`src/rtl/pipeline_sequencer.sv`:
```
// pipeline_sequencer: issue control, RAW hazard stall, branch flush and halt/drain sequencing for an in-order pipe.
// Optional PIPE_PERF_CNT_EN adds saturating stall_cnt / flush_cnt outputs.
module pipeline_sequencer #(
  parameter int NUM_STAGES = 6,
  parameter int BR_STAGE = 3,
  parameter int RA_W = 4
) (
  input  logic                  clk,
  input  logic                  rst,
  input  logic                  instr_valid_in,
  input  logic [3*RA_W-1:0]     src_addr_in,
  input  logic [2:0]            src_use_in,
  input  logic [RA_W-1:0]       rd_in,
  input  logic                  rd_wr_in,
  input  logic                  branch_taken_in,
  input  logic                  halt_in,
  input  logic                  resume_in,
  output logic                  instr_ready,
  output logic [NUM_STAGES-1:0] stage_valid,
  output logic                  stall,
  output logic [NUM_STAGES-1:0] flush_mask,
  output logic                  load_pc,
  output logic [1:0]            sel_pc,
  output logic                  halted
`ifdef PIPE_PERF_CNT_EN
  ,
  output logic [31:0]           stall_cnt,
  output logic [31:0]           flush_cnt
`endif
);
  typedef enum logic [1:0] {BOOT, RUN, DRAIN, HALTED} state_t;
  localparam logic [NUM_STAGES-1:0] YOUNG = NUM_STAGES'((1 << BR_STAGE) - 1);
  state_t state;
  logic [RA_W:0] tag [NUM_STAGES];
  logic hazard, run, flush, accept;
  logic [NUM_STAGES-1:0] alive, nv;
  // stage NUM_STAGES-1 is skipped: the register file writes through
  always_comb begin
    hazard = 1'b0;
    for (int i = 0; i < NUM_STAGES - 1; i++)
      for (int j = 0; j < 3; j++)
        if (src_use_in[j] && stage_valid[i] && tag[i][0] && tag[i][RA_W:1] == src_addr_in[j*RA_W +: RA_W])
          hazard = 1'b1;
  end
  assign run = !rst && state == RUN;
  assign flush = !rst && branch_taken_in && stage_valid[BR_STAGE];
  assign stall = run && instr_valid_in && hazard && !flush;
  assign instr_ready = run && !stall;
  assign accept = instr_ready && instr_valid_in && !flush;
  assign flush_mask = flush ? YOUNG : '0;
  assign load_pc = !rst && (state == BOOT || flush || accept);
  assign sel_pc = rst ? 2'b00 : state == BOOT ? 2'b01 : flush ? 2'b10 : 2'b00;
  assign halted = !rst && state == HALTED;
  assign alive = stage_valid & ~flush_mask;
  assign nv = {alive[NUM_STAGES-2:0], accept};
  always_ff @(posedge clk) begin
    if (rst) begin
      state <= BOOT;
      stage_valid <= '0;
      for (int i = 0; i < NUM_STAGES; i++) tag[i] <= '0;
    end else begin
      stage_valid <= nv;
      tag[0] <= accept ? {rd_in, rd_wr_in} : '0;
      for (int i = 1; i < NUM_STAGES; i++) tag[i] <= tag[i-1];
      state <= state == BOOT ? RUN :
               state == RUN && halt_in ? DRAIN :
               state == DRAIN && nv == '0 ? HALTED :
               state == HALTED && resume_in ? RUN : state;
    end
  end
`ifdef PIPE_PERF_CNT_EN
  always_ff @(posedge clk) begin
    if (rst) begin
      stall_cnt <= '0;
      flush_cnt <= '0;
    end else begin
      if (stall && stall_cnt != '1) stall_cnt <= stall_cnt + 32'd1;
      if (flush && flush_cnt != '1) flush_cnt <= flush_cnt + 32'd1;
    end
  end
`endif
endmodule

```
`config.mk`:
```
export PLATFORM = sky130hd
export DESIGN_NAME = pipeline_sequencer
export DESIGN_NICKNAME = d
export VERILOG_FILES = /design/src/rtl/pipeline_sequencer.sv
export SDC_FILE = /design/constraint.sdc
export NUM_CORES = 1
export LEC_CHECK = 0
export BUFFER_PORTS_ARGS = -buffer_cell sky130_fd_sc_hd__buf_2
export CORE_MARGIN = 2
export CORE_UTILIZATION = 53
export DETAILED_ROUTE_END_ITERATION = 10
export GPL_ROUTABILITY_DRIVEN = 0
export GPL_TIMING_DRIVEN = 0
export PLACE_DENSITY = 0.79
export REMOVE_ABC_BUFFERS = 1
export SKIP_CTS_REPAIR_TIMING = 1
export SLEW_MARGIN = 20
export SYNTH_ARGS = -nofsm -noshare
export SYNTH_HDL_FRONTEND = slang
export SYNTH_SLANG_ARGS = --single-unit
```
`constraint.sdc`:
```
create_clock -name clk -period 2.3 [get_ports clk]
set_input_delay 0.345 -clock clk [delete_from_list [all_inputs] [get_ports clk]]
set_output_delay 0.345 -clock clk [all_outputs]
set_load 0.02 [all_outputs]
```
==> results.md <==
* Die ar. at 4070 um2
* Clock Skew at 13.4 ps
* Metal3 WL at 146 um
* Synth area leaders: dfxtp_1, xor2_1, nor2b_1, xnor2_1, nor4_1
* Crit path time final at 2430 ps
* Least-Margin Pin Slew at 532 ps
* CTS sink cnt at 33
* Critical Path RT at 1960 ps
* Yosys cell types at 27
* Mapped Avg Cell Area at 9.33 um2
* Wire per inst at 15.2 um
* Metal-1 WL at 1890 um
* CP Class: flop to primary output
* Dpl hpwl at 3020 um
* Die height at 63.8 um
* DP Worst Slack at 27.2 ps
* Ys async rst share at 0%
* Final hold viol count at 0
* Cts bufs inserted at 5
* Synth Cell Area at 1890 um2
* DRT antenna net count at 0
* Post-synth top area cell: dfxtp_1
* Share of layout cells above drive strength 1 at 37.9%
* # diodes at 0
* Final worst setup slack at -135 ps
* Largest net degree at the start of global routing at 29
* I/O pins at 44
* Power density over cell area at 570 nW/um2
* Port bufs at 40
* Nets at 257
* Placed Area at 1990 um2
* Util after Layout at 66.7%
* Post-synth EDFFs at 0
* Post-route setup TNS at -263 ps
* First-pass GRT wire length at 6280 um
* Vias per Instance at 5.33
* 1st-iter DRT viols at 59
* Mapped Cells at 203
* Crit-path max cell delay at 380 ps
* Depth of the CTS H-tree at 2
* Crit path max fanout at 3
* Drt drc at 0
* Critical-path cell list: xor2_2 > nor4_2 > nor4_1 > and4_1 > nor2b_4 > o31a_1 > buf_2
* Core Region at 3390 um2
* FP Rows at 21
* Root buffer cell: clkbuf_4
* Area Overhead vs Synth at 19.4%
* Vias after detailed routing at 1481
* Most frequently used flop master after synthesis: dfxtp_1
* Finished Layout Cells at 278
* Top sig layer: met4
* Data arrival, critical path at 2090 ps
* Post-synthesis sequential area ratio at 34.9%
* Number of global-route vias before repair at 1332
* Pins Over Slew Limit at 0
* Yosys top cell area share at 34.9%
* Total gr overflow at 0
* Initial antenna violation count at 0
* Clock Latency Late Sink at 340 ps
* Initial Util at 55.9%
* Outcome: finished, violations left
* Ys Warns at 0
* Final Cell Area at 2260 um2
* WL met2 at 2130 um
* Headroom to the max-slew limit at 64.6%
* CP max-delay cell: dfxtp_4
* # setup viols final at 2
* CTS Buffer Depth at 2
* Max VDD drop at 0.477 mV
* CP Capture Type: primary output
* Failing checks: negative setup slack
* Fmax at 411 MHz
* Final Hold Slack at 200 ps
* Clk pin slew, worst setup/hold paths at 110 ps
* Cells after DPL at 268
* Initial DRT Pass Iterations at 4
* Pwr Total at 1.29 mW
* Tcrit/Tclk final at 106%
* WL final at 4230 um
* Max-cap violations at 0
* Die X at 63.8 um
* GRT Overall Usage at 20.2%
* Startpoint types: flop
* Post-synthesis register bit count at 33
* CTS tree: yes
* Pleak at 0.978 nW
* RSZ-0062 raised after global routing: yes
* Worst Hold Class: input pin to flop
[registers in the layout, summed over array words and instances (netlist names)]
signal	count
stage_valid	6
state	2
tag	25
[logic make-up after synthesis]
family,synth area share [%]
buffers and inverters,9.31
AO/OA/AOI/OAI,1.52
XOR/XNOR,27.7
other,0.198
flip-flops,34.9
AND/OR/NAND/NOR,26.4
[layer usage]
metal	global-route usage (%)	vias up
li1	-	729
met1	24.9	712
met2	33.1	32
met3	6.34	8
met4	7.34	0
met5	0	-
[layout make-up]
| cell class | instances | area [um2] |
|---|---|---|
| Clock buffer | 5 | 37.5 |
| Timing Repair Buffer | 42 | 224 |
| Tap cell | 46 | 57.6 |
| Clock inverter | 3 | 65.1 |
| Sequential cell | 33 | 698 |
| Multi-Input combinational cell | 147 | 1170 |
| Inverter | 2 | 7.51 |
| Fill cell | 268 | 1130 |
[Yosys cell counts (2+ instances only)]
| library cell | n |
|---|---|
| nor3_1 | 2 |
| and2_1 | 8 |
| nor4_1 | 17 |
| nand4_1 | 15 |
| clkbuf_1 | 3 |
| buf_4 | 13 |
| dfxtp_1 | 33 |
| buf_6 | 4 |
| nor2b_1 | 23 |
| xor2_1 | 45 |
| nand2_1 | 2 |
| inv_1 | 2 |
| nor3b_1 | 2 |
| buf_2 | 3 |
| nor2_1 | 5 |
| xnor2_1 | 15 |
[where the power goes]
group	leakage, nW	switching, mW	total [mW]	internal (mW)
combinational	0.644	0.0959	0.163	0.0667
clock	0.0552	0.199	0.535	0.336
sequential	0.279	0.0145	0.591	0.576
[cells in the final DEF, fill, tap and decap left out, types with 2 or more instances in the layout]
master     Yosys  final
and2_1         8      8
buf_2          3     38
buf_4         13      3
bufinv_16      0      2
clkbuf_4       0      5
conb_1         1      3
dfxtp_1       33     13
dfxtp_2        0     15
dfxtp_4        0      5
inv_1          2      2
nand2_1        2      2
nand4_1       15     15
nor2_1         5      4
nor2b_1       23     23
nor3_1         2      2
nor4_1        17      9
nor4_2         1      9
xnor2_1       15     13
xnor2_2        0      2
xor2_1        45     41
xor2_2         0      4
[worst max-delay path, delay by kind of cell (launching register included)]
family          cells  cell delay, ps
simple gates        4             840
flops               1             380
compound gates      1             230
buf+inv             1             160
xor+xnor            1             150
[worst paths after layout]
path	startpoint	to	slack, ps	depth (start not counted)
hold reg to reg	tag[0][7]	tag[0][12]	490	1
setup / recovery	tag[0][23]	load_pc	-130	7
setup reg to reg	tag[0][23]	tag[0][4]	530	7
hold / removal	rd_wr_in	tag[0][0]	200	2
Power figures use the tool's default switching activity.
